### config.mk
export PLATFORM = sky130hd
export DESIGN_NAME = eth_mii_rx
export DESIGN_NICKNAME = d
export VERILOG_FILES = /design/src/rtl/eth_mii_rx.sv
export SDC_FILE = /design/constraint.sdc
export NUM_CORES = 1
export LEC_CHECK = 0
export CAP_MARGIN = 0
export CORE_MARGIN = 4
export CORE_UTILIZATION = 52
export CTS_BUF_LIST = sky130_fd_sc_hd__clkbuf_4 sky130_fd_sc_hd__clkbuf_8
export CTS_CLUSTER_SIZE = 28
export DETAILED_ROUTE_END_ITERATION = 16
export PLACE_DENSITY_LB_ADDON = 0.3
export SLEW_MARGIN = 20
export SYNTH_ARGS = -nofsm -noshare
export SYNTH_HDL_FRONTEND = slang
export SYNTH_SLANG_ARGS = --single-unit
### constraint.sdc
create_clock -name mii_rx_clk -period 2.6 [get_ports mii_rx_clk]
set_input_delay 0.52 -clock mii_rx_clk [delete_from_list [all_inputs] [get_ports mii_rx_clk]]
set_output_delay 0.52 -clock mii_rx_clk [all_outputs]
set_load 0.05 [all_outputs]
### src/rtl/eth_mii_rx.sv
`default_nettype none
// ============================================================================
//  Module      : eth_mii_rx
//  Description : Receive-side Ethernet MAC stage working on the raw MII
//                nibble stream. Strips preamble/SFD, assembles bytes
//                (low nibble first) and filters on destination MAC. It
//                captures the source MAC and length/type, checks the CRC32
//                residue, and emits the payload with the FCS removed,
//                followed by a good/bad verdict.
//  Revision    : 1.0 - initial release
// ----------------------------------------------------------------------------
//  Ports
//    mii_rx_clk   in   1   receive clock (25 MHz), the only clock
//    rst          in   1   synchronous active-high reset
//    mii_rx_dv    in   1   PHY receive data valid
//    mii_rx_er    in   1   PHY receive error
//    mii_rx_da    in   4   PHY receive nibble
//    rx_sof       out  1   pulse with the first payload byte of a frame
//    rx_byte_vld  out  1   rx_byte valid this cycle
//    rx_byte      out  8   payload byte (FCS never emitted)
//    rx_eof       out  1   pulse at frame end
//    rx_good      out  1   with rx_eof: frame passed every check
//    rx_bad       out  1   with rx_eof: frame failed a check
//    rx_len       out  11  payload bytes emitted, valid with rx_eof
//    rx_src_mac   out  48  source MAC of the last accepted frame
//    rx_len_type  out  16  length/type of the last accepted frame
//    err_cnt      out  16  saturating count of rejected frames
// ============================================================================
module eth_mii_rx #(
    parameter logic [47:0] LOCAL_MAC    = 48'h00_0a_35_01_fe_c0,
    parameter bit          ACCEPT_BCAST = 1'b1,
    parameter int          MAX_FRAME    = 1518
) (
    input  logic        mii_rx_clk,
    input  logic        rst,
    input  logic        mii_rx_dv,
    input  logic        mii_rx_er,
    input  logic [3:0]  mii_rx_da,
    output logic        rx_sof,
    output logic        rx_byte_vld,
    output logic [7:0]  rx_byte,
    output logic        rx_eof,
    output logic        rx_good,
    output logic        rx_bad,
    output logic [10:0] rx_len,
    output logic [47:0] rx_src_mac,
    output logic [15:0] rx_len_type,
    output logic [15:0] err_cnt
);

    localparam logic [31:0] c_POLY    = 32'hEDB88320;
    localparam logic [31:0] c_RESIDUE = 32'hDEBB20E3;
    localparam logic [10:0] c_MAX_CNT = 11'(MAX_FRAME + 1);
    localparam logic [10:0] c_MIN_LEN = 11'd64;
    localparam logic [4:0]  c_DST_END = 5'd11;  // last nibble of destination
    localparam logic [4:0]  c_HDR_END = 5'd27;  // last nibble of length/type

    typedef enum logic [2:0] {
        S_IDLE     = 3'd0,
        S_PREAMBLE = 3'd1,
        S_HDR      = 3'd2,
        S_PAYLOAD  = 3'd3,
        S_DROP     = 3'd4
    } state_t;

    // ------------------------------------------------------------------
    // Registers and their next-state values
    // ------------------------------------------------------------------
    state_t           state_q,     state_d;
    logic             armed_q,     armed_d;      // dv=0 seen since reset
    logic             pre_seen_q,  pre_seen_d;   // at least one 0x5 counted
    logic [4:0]       nib_cnt_q,   nib_cnt_d;    // header nibble index
    logic             phase_q,     phase_d;      // 1: next nibble is high half
    logic [3:0]       lo_nib_q,    lo_nib_d;
    logic [63:0]      hdr_q,       hdr_d;        // last 8 header bytes
    logic [10:0]      byte_cnt_q,  byte_cnt_d;   // bytes since SFD
    logic [31:0]      crc_q,       crc_d;
    logic             er_flag_q,   er_flag_d;
    logic [3:0][7:0]  dl_q,        dl_d;         // FCS-stripping delay line
    logic [2:0]       dl_cnt_q,    dl_cnt_d;
    logic [10:0]      len_cnt_q,   len_cnt_d;    // payload bytes emitted

    logic             sof_q,       sof_d;
    logic             vld_q,       vld_d;
    logic [7:0]       byte_q,      byte_d;
    logic             eof_q,       eof_d;
    logic             good_q,      good_d;
    logic             bad_q,       bad_d;
    logic [10:0]      len_q,       len_d;
    logic [47:0]      src_q,       src_d;
    logic [15:0]      type_q,      type_d;
    logic [15:0]      err_q,       err_d;

    logic             err_inc;
    logic             frame_bad;
    logic [7:0]       nib_byte;
    logic [47:0]      dst_addr;
    logic             dst_ok;
    logic [31:0]      crc_next;

    // Reflected CRC32, four input bits per call (LSB of the nibble first).
    function automatic logic [31:0] crc_nibble(input logic [31:0] crc,
                                               input logic [3:0]  nib);
        logic [31:0] c;
        c = crc ^ {28'h0, nib};
        for (int k = 0; k < 4; k++) begin
            c = c[0] ? ((c >> 1) ^ c_POLY) : (c >> 1);
        end
        return c;
    endfunction

    // The byte completed this cycle, meaningful only when phase_q=1.
    assign nib_byte = {mii_rx_da, lo_nib_q};
    assign crc_next = crc_nibble(crc_q, mii_rx_da);
    // At the last destination nibble hdr_q holds the first five bytes.
    assign dst_addr = {hdr_q[39:0], nib_byte};
    assign dst_ok   = (dst_addr == LOCAL_MAC) ||
                      (ACCEPT_BCAST && (dst_addr == 48'hFFFF_FFFF_FFFF));
    assign frame_bad = (crc_q != c_RESIDUE) || phase_q || er_flag_q ||
                       (byte_cnt_q < c_MIN_LEN);

    // ------------------------------------------------------------------
    // Next-state and output logic
    // ------------------------------------------------------------------
    always_comb begin
        state_d    = state_q;
        armed_d    = armed_q | ~mii_rx_dv;
        pre_seen_d = pre_seen_q;
        nib_cnt_d  = nib_cnt_q;
        phase_d    = phase_q;
        lo_nib_d   = lo_nib_q;
        hdr_d      = hdr_q;
        byte_cnt_d = byte_cnt_q;
        crc_d      = crc_q;
        er_flag_d  = er_flag_q;
        dl_d       = dl_q;
        dl_cnt_d   = dl_cnt_q;
        len_cnt_d  = len_cnt_q;
        sof_d      = 1'b0;
        vld_d      = 1'b0;
        byte_d     = byte_q;
        eof_d      = 1'b0;
        good_d     = 1'b0;
        bad_d      = 1'b0;
        len_d      = len_q;
        src_d      = src_q;
        type_d     = type_q;
        err_inc    = 1'b0;

        case (state_q)
            S_IDLE: begin
                // armed_q holds off a frame already in flight at reset release.
                if (mii_rx_dv && armed_q) begin
                    state_d    = S_PREAMBLE;
                    pre_seen_d = 1'b0;
                end
            end

            S_PREAMBLE: begin
                if (!mii_rx_dv) begin
                    state_d = S_IDLE;
                    err_inc = 1'b1;
                end else if (mii_rx_da == 4'h5) begin
                    pre_seen_d = 1'b1;
                end else if ((mii_rx_da == 4'hD) && pre_seen_q) begin
                    state_d    = S_HDR;
                    crc_d      = 32'hFFFF_FFFF;
                    nib_cnt_d  = 5'd0;
                    phase_d    = 1'b0;
                    byte_cnt_d = 11'd0;
                    er_flag_d  = 1'b0;
                    dl_cnt_d   = 3'd0;
                    len_cnt_d  = 11'd0;
                end else begin
                    state_d = S_DROP;
                    err_inc = 1'b1;
                end
            end

            S_HDR: begin
                if (!mii_rx_dv || mii_rx_er) begin
                    // With dv already low there is nothing left to skip.
                    state_d = mii_rx_dv ? S_DROP : S_IDLE;
                    err_inc = 1'b1;
                end else begin
                    crc_d     = crc_next;
                    phase_d   = ~phase_q;
                    lo_nib_d  = mii_rx_da;
                    nib_cnt_d = nib_cnt_q + 5'd1;
                    if (phase_q) begin
                        hdr_d      = {hdr_q[55:0], nib_byte};
                        byte_cnt_d = byte_cnt_q + 11'd1;
                    end
                    if ((nib_cnt_q == c_DST_END) && !dst_ok) begin
                        state_d = S_DROP;   // not addressed to us: silent
                    end else if (nib_cnt_q == c_HDR_END) begin
                        state_d = S_PAYLOAD;
                        src_d   = hdr_d[63:16];
                        type_d  = hdr_d[15:0];
                    end
                end
            end

            S_PAYLOAD: begin
                if (!mii_rx_dv) begin
                    // Whatever is still in the delay line is the FCS.
                    state_d = S_IDLE;
                    eof_d   = 1'b1;
                    good_d  = ~frame_bad;
                    bad_d   = frame_bad;
                    err_inc = frame_bad;
                    len_d   = len_cnt_q;
                end else begin
                    crc_d    = crc_next;
                    phase_d  = ~phase_q;
                    lo_nib_d = mii_rx_da;
                    if (mii_rx_er) begin
                        er_flag_d = 1'b1;
                    end
                    if (phase_q) begin
                        byte_cnt_d = byte_cnt_q + 11'd1;
                        if (byte_cnt_d == c_MAX_CNT) begin
                            state_d = S_DROP;
                            eof_d   = 1'b1;
                            bad_d   = 1'b1;
                            err_inc = 1'b1;
                            len_d   = len_cnt_q;
                        end else begin
                            dl_d = {dl_q[2:0], nib_byte};
                            if (dl_cnt_q == 3'd4) begin
                                vld_d     = 1'b1;
                                byte_d    = dl_q[3];
                                sof_d     = (len_cnt_q == 11'd0);
                                len_cnt_d = len_cnt_q + 11'd1;
                            end else begin
                                dl_cnt_d = dl_cnt_q + 3'd1;
                            end
                        end
                    end
                end
            end

            S_DROP: begin
                if (!mii_rx_dv) begin
                    state_d = S_IDLE;
                end
            end

            default: begin
                state_d = S_IDLE;
            end
        endcase

        err_d = (err_inc && (err_q != 16'hFFFF)) ? (err_q + 16'd1) : err_q;
    end

    // ------------------------------------------------------------------
    // State register
    // ------------------------------------------------------------------
    always_ff @(posedge mii_rx_clk) begin
        if (rst) begin
            state_q    <= S_IDLE;
            armed_q    <= 1'b0;
            pre_seen_q <= 1'b0;
            nib_cnt_q  <= 5'd0;
            phase_q    <= 1'b0;
            lo_nib_q   <= 4'h0;
            hdr_q      <= 64'h0;
            byte_cnt_q <= 11'd0;
            crc_q      <= 32'h0;
            er_flag_q  <= 1'b0;
            dl_q       <= '0;
            dl_cnt_q   <= 3'd0;
            len_cnt_q  <= 11'd0;
            sof_q      <= 1'b0;
            vld_q      <= 1'b0;
            byte_q     <= 8'h0;
            eof_q      <= 1'b0;
            good_q     <= 1'b0;
            bad_q      <= 1'b0;
            len_q      <= 11'd0;
            src_q      <= 48'h0;
            type_q     <= 16'h0;
            err_q      <= 16'h0;
        end else begin
            state_q    <= state_d;
            armed_q    <= armed_d;
            pre_seen_q <= pre_seen_d;
            nib_cnt_q  <= nib_cnt_d;
            phase_q    <= phase_d;
            lo_nib_q   <= lo_nib_d;
            hdr_q      <= hdr_d;
            byte_cnt_q <= byte_cnt_d;
            crc_q      <= crc_d;
            er_flag_q  <= er_flag_d;
            dl_q       <= dl_d;
            dl_cnt_q   <= dl_cnt_d;
            len_cnt_q  <= len_cnt_d;
            sof_q      <= sof_d;
            vld_q      <= vld_d;
            byte_q     <= byte_d;
            eof_q      <= eof_d;
            good_q     <= good_d;
            bad_q      <= bad_d;
            len_q      <= len_d;
            src_q      <= src_d;
            type_q     <= type_d;
            err_q      <= err_d;
        end
    end

    assign rx_sof      = sof_q;
    assign rx_byte_vld = vld_q;
    assign rx_byte     = byte_q;
    assign rx_eof      = eof_q;
    assign rx_good     = good_q;
    assign rx_bad      = bad_q;
    assign rx_len      = len_q;
    assign rx_src_mac  = src_q;
    assign rx_len_type = type_q;
    assign err_cnt     = err_q;

endmodule
`default_nettype wire
# ---- Word level (Yosys, flattened, before mapping)
# Index checks and enable logic that the tools add are counted.
# Widths: inputs -> output; s select.
dict set report totals {
  out_inout_bits 104
  elab_cells 192
  regBits 273
}
dict set report op_classes {
  reduce_logical 35
  n_eq_ne 33
  bitwise 14
  order_cmp 1
  n_mux 78
  add_sub_neg 5
}
# cell n
set ops {}
lappend ops {{$mux 32} 9}
lappend ops {{$mux 11} 13}
lappend ops {{$pmux 32 s3} 1}
lappend ops {{$mux 64} 1}
lappend ops {{$mux 3} 19}
lappend ops {{$not 13->14} 4}
lappend ops {{$eq 48x36->1 const B} 1}
lappend ops {{$eq 48x48->1 const B} 1}
lappend ops {{$pmux 11 s3} 1}
lappend ops {{$ne 32x32->1 const B} 1}
lappend ops {{$xor 32x4->32} 1}
lappend ops {{$ne 2x2->1 const B} 13}
lappend ops {{$add 11x1->11 const B} 2}
lappend ops {{$pmux 11 s2} 1}
lappend ops {{$mux 5} 4}
lappend ops {{$mux 1} 19}
lappend ops {{$reduce_and 6->1} 3}
lappend ops {{$add 16x1->16 const B} 1}
lappend ops {{$ne 16x16->1 const B} 1}
lappend ops {{$reduce_and 8->1} 2}
lappend ops {{$pmux 3 s5} 1}
lappend ops {{$reduce_and 4->1} 3}
lappend ops {{$eq 11x11->1 const B} 1}
lappend ops {{$logic_not 11->1} 1}
lappend ops {{34 further kinds} 62}

# ---- Depth between registers and ports, before layout
dict set report depth {
  word_depth 11
  mapped_depth 11
  mapped_depth_nobuf 8
}

# ---- Worst setup path after synthesis
# OpenSTA, ideal clock, no wires.
dict set report synth_timing {
  kind {register -> register}
  from {register byte_cnt_q[0]}
  to {register err_q[6], in the netlist err_cnt[6]}
  arrival_time_ns 2.653
  slack_ns -0.177
  path_stages_with_launch 10
  n_path_buf 1
  required_time_ns 2.477
  path_cell_list {dfxtp_1 > ha_1 > and3_1 > or3b_4 > a21boi_2 > a41oi_2 > o31a_1 > buf_6 > nor4_1 > mux2_1}
}
dict set report synth_between {
  elab_chain_len 7
  word_cells_on_any_way 9
  cone_classes {1 x add/sub; 1 x order compare; 1 x eq/ne; 4 x mux; 2 x reduce/logical}
}
# item line
set synth_lines {}
lappend synth_lines {{start: declaration} 76} ;# logic [10:0] byte_cnt_q, byte_cnt_d;
lappend synth_lines {{start signal: assignment} 293} ;# byte_cnt_q <= byte_cnt_d;
lappend synth_lines {{$add 11x1->11} 221} ;# byte_cnt_d = byte_cnt_q + 11'd1;
lappend synth_lines {{$eq 11x11->1} 222} ;# if (byte_cnt_d == c_MAX_CNT) begin
lappend synth_lines {{$mux 1} 222}
lappend synth_lines {{$mux 1} 220} ;# if (phase_q) begin
lappend synth_lines {{$mux 1 (*)} 205} ;# if (!mii_rx_dv) begin
lappend synth_lines {{$pmux 1 s3 (*)} 150} ;# case (state_q)
lappend synth_lines {{$logic_and 1x1->1 (*)} 254} ;# err_d = (err_inc && (err_q != 16'hFFFF)) ? (err_q + 16'd1) : err_q;
lappend synth_lines {{end signal: assignment} 308} ;# err_q <= err_d;
lappend synth_lines {{end: declaration} 92} ;# logic [15:0] err_q, err_d;
# Mark *: on every way between the ends. The rest lies on a longest branch, timed or not.
# A chain may end at the register's enable or synchronous reset.

# ---- Worst setup path after layout
dict set report layout_timing {
  from {register byte_cnt_q[0]}
  to {register err_q[14], in the netlist err_cnt[14]}
}
# Same word-level chain as after synthesis.

==> flow_metrics.tcl <==
set metrics [dict create \
    drtAntennaViolNets 0 \
    final_util_pct 66.8 \
    cts_tree "done" \
    ys_seq_area_share_pct 46.3 \
    netlist_area_um2 11800 \
    arrival_ps 3130 \
    synth_edf_count 0 \
    first_pass_iters 5 \
    hold_slack_ps 313 \
    grt_pass1_vias 9738 \
    cts.sinks 273 \
    dp_cells 1776 \
    worst_slew_margin_rel_pct 58.0 \
    drtIter0Drc 902 \
    grt.total_usage_pct 23.2 \
    synth_top_cell_by_area "dfxtp_1" \
    cts_buffer_depth 3 \
    outcome "complete, but fails checks" \
    cp_max_fo 5 \
    gp_congestion 0.876 \
    cts-root-buf "clkbuf_8" \
    place_hpwl_um 19600 \
    critical_path.startpoint_type "flip-flop" \
    yosysTopAreaCellShare_pct 46.3 \
    area_growth_pct 25.1 \
    vias_per_cell 5.73 \
    ios 112 \
    cts_buffers 45 \
    rows 54 \
    finalHoldViolCount 0 \
    routed_wl_um 29800 \
    routed-wl-met3_um 1780 \
    drive_gt1_share_pct 13.5 \
    top_layer "met4" \
    routedWlPerCell_um 16.0 \
    critPathCaptureType "flip-flop" \
    yosys.cell_types.count 70 \
    core_area_um2 22100 \
    min_period_ps 2700 \
    maxCapViolations 0 \
    setup.worst_path.class "flip-flop to flip-flop" \
    num-nets-final 1564 \
    cts_hold_buf 0 \
    drt-met1-wl_um 13700 \
    ys_top_cells_by_area "dfxtp_1 46%, nand2_1 7.9%, mux2i_1 6.7%, a21oi_1 6.1%, nor2_1 5.0%" \
    fillCellCount 1776 \
    ys_ff_latch 273 \
    yosysWarnings 0 \
    cts_max_level 2 \
    portBuffers 111 \
    overflow 0 \
    setup_ws_ps -102 \
    synthesis.nets 1423 \
    violations "negative setup slack" \
    grt_max_degree 127 \
    die_h_um 159 \
    skew_ps 28.1 \
    antenna_cells 0 \
    vias 10700 \
    ys.flop_type "dfxtp_1" \
    required_ps 3030 \
    insertion_delay_ps 550 \
    drv_slew 0 \
    start_util_pct 53.4 \
    hold_class "primary input to flip-flop" \
    grt_pass1_wl_um 49000 \
    finalCritPeriodShare_pct 104 \
    rsz0062_at_grt "true" \
    p_leak_nw 4.73 \
    fin_cells 1861 \
    dieWidth_um 159 \
    worstMarginPinSlew_ps 628 \
    path_clk_slew_ps 70 \
    met2WireLength_um 13800 \
    ir_worst_vdd_mv 0.602 \
    avgSynthCellArea_um2 8.38 \
    die-area_um2 25100 \
    drc 0 \
    grt_antenna_before_repair 0 \
    syn_inst 1407 \
    setup_violations 11 \
    fmax_ghz 0.370 \
    p_per_area_nw_per_um2 684 \
    async_reset_ff_share_pct 0 \
]
==> cell type report <==
cell class / instances / area, um^2 / share of cell area, %
Clock inverter: 9 / 82.6 / 0.560
Tap cell: 280 / 350 / 2.37
Sequential cell: 273 / 5470 / 37.1
Timing Repair Buffer: 200 / 1900 / 12.9
Multi-Input combinational cell: 1012 / 6010 / 40.7
Clock buffer: 71 / 877 / 5.94
Inverter: 16 / 60.1 / 0.407
==> placed cells by master (no fill, tap or decap), drive strengths merged, types with 31 or more instances in the layout <==
| master | netlist | final |
|---|---|---|
| dfxtp | 273 | 273 |
| nand2 | 247 | 247 |
| nor2 | 158 | 158 |
| a21oi | 144 | 144 |
| clkdlybuf4s50 | 0 | 110 |
| buf | 19 | 90 |
| mux2i | 79 | 79 |
| clkbuf | 87 | 71 |
| a211oi | 70 | 70 |
| nand4 | 31 | 31 |
==> synthesized netlist by cell type, drive strengths merged (8+ instances only) <==
cell / instances
dfxtp: 273
nand2: 247
nor2: 158
a21oi: 144
clkbuf: 87
mux2i: 79
a211oi: 70
nand4: 31
o21ai: 30
xor2: 24
nor3: 20
buf: 19
nand3: 19
xnor2: 19
a311oi: 18
inv: 15
nor4: 15
or4: 14
o31ai: 13
and3: 9
or3: 9
ha: 8
o22ai: 8
==> path summary, 6_finish.rpt <==
check	slack [ps]	startpoint	end	cells after the start
worst min register to register	450	dl_q[4]	dl_q[12]	2
worst min-delay path	310	rst	rx_len[4]	2
worst max register to register	-100	byte_cnt_q[0]	err_cnt[14]	9
worst max-delay path	-100	byte_cnt_q[0]	err_cnt[14]	9
==> per-layer routing <==
metal,vias up,track usage (%)
li1,5272,-
met1,5014,32.9
met5,-,0
met4,0,6.01
met2,316,36.5
met3,58,4.48
==> through the flow <==
step / TNS [ps] / instance area (um^2) / setup slack (ps) / power [mW]
after CTS: -599 / 14700 / -86.8 / 10.1
after global routing: -2280 / 14800 / -177 / 10.6
after detailed placement: -3120 / 13600 / -189 / 6.15
after floorplan: 0 / 11800 / 4.24 / 5.59
after global placement: -1410 / 13600 / -146 / 6.13
final: -779 / 14800 / -102 / 10.1
==> power by group <==
part           switching [mW]  internal, mW
Combinational           0.944         0.736
Clock                    1.69          2.25
Sequential              0.157          4.32
Total                    2.79          7.30
==> worst max-delay path, stage by stage (launching register included) <==
cell and delay [ps]:
dfxtp_2 340, ha_4 170, and3_4 180, or3b_4 380
a21boi_2 170, a41oi_2 120, o31a_1 410, buf_6 170
or3_1 360, o311a_1 280
==> sequential cells by signal, indices dropped and copies added (netlist names), 4 cells and up <==
register / flops
len_cnt_q: 11
rx_byte: 8
err_cnt: 16
rx_len_type: 16
nib_cnt_q: 5
rx_len: 11
hdr_q: 64
dl_q: 32
rx_src_mac: 48
lo_nib_q: 4
byte_cnt_q: 11
crc_q: 32
==> timing repair <==
| item | CTS | global route |
|---|---|---|
| endpoints found under the setup margin | 8 | 27 |
| pin swaps | 16 | 9 |
| endpoints found under the hold margin | 0 | 0 |
| resized for setup | 7 | 23 |
| buffers inserted | 3 | 2 |
| gates cloned | 0 | 1 |
==> logic make-up after synthesis <==
group,share of synthesized area (%)
buffers and inverters,4.10
and+or+nand+nor,21.3
adders and majority gates,0.849
xor gates and xnor gates,3.19
muxes,7.09
DFF,46.3
AOI/OAI and AO/OA,17.1
No activity file was read; power rests on OpenSTA's default activity.
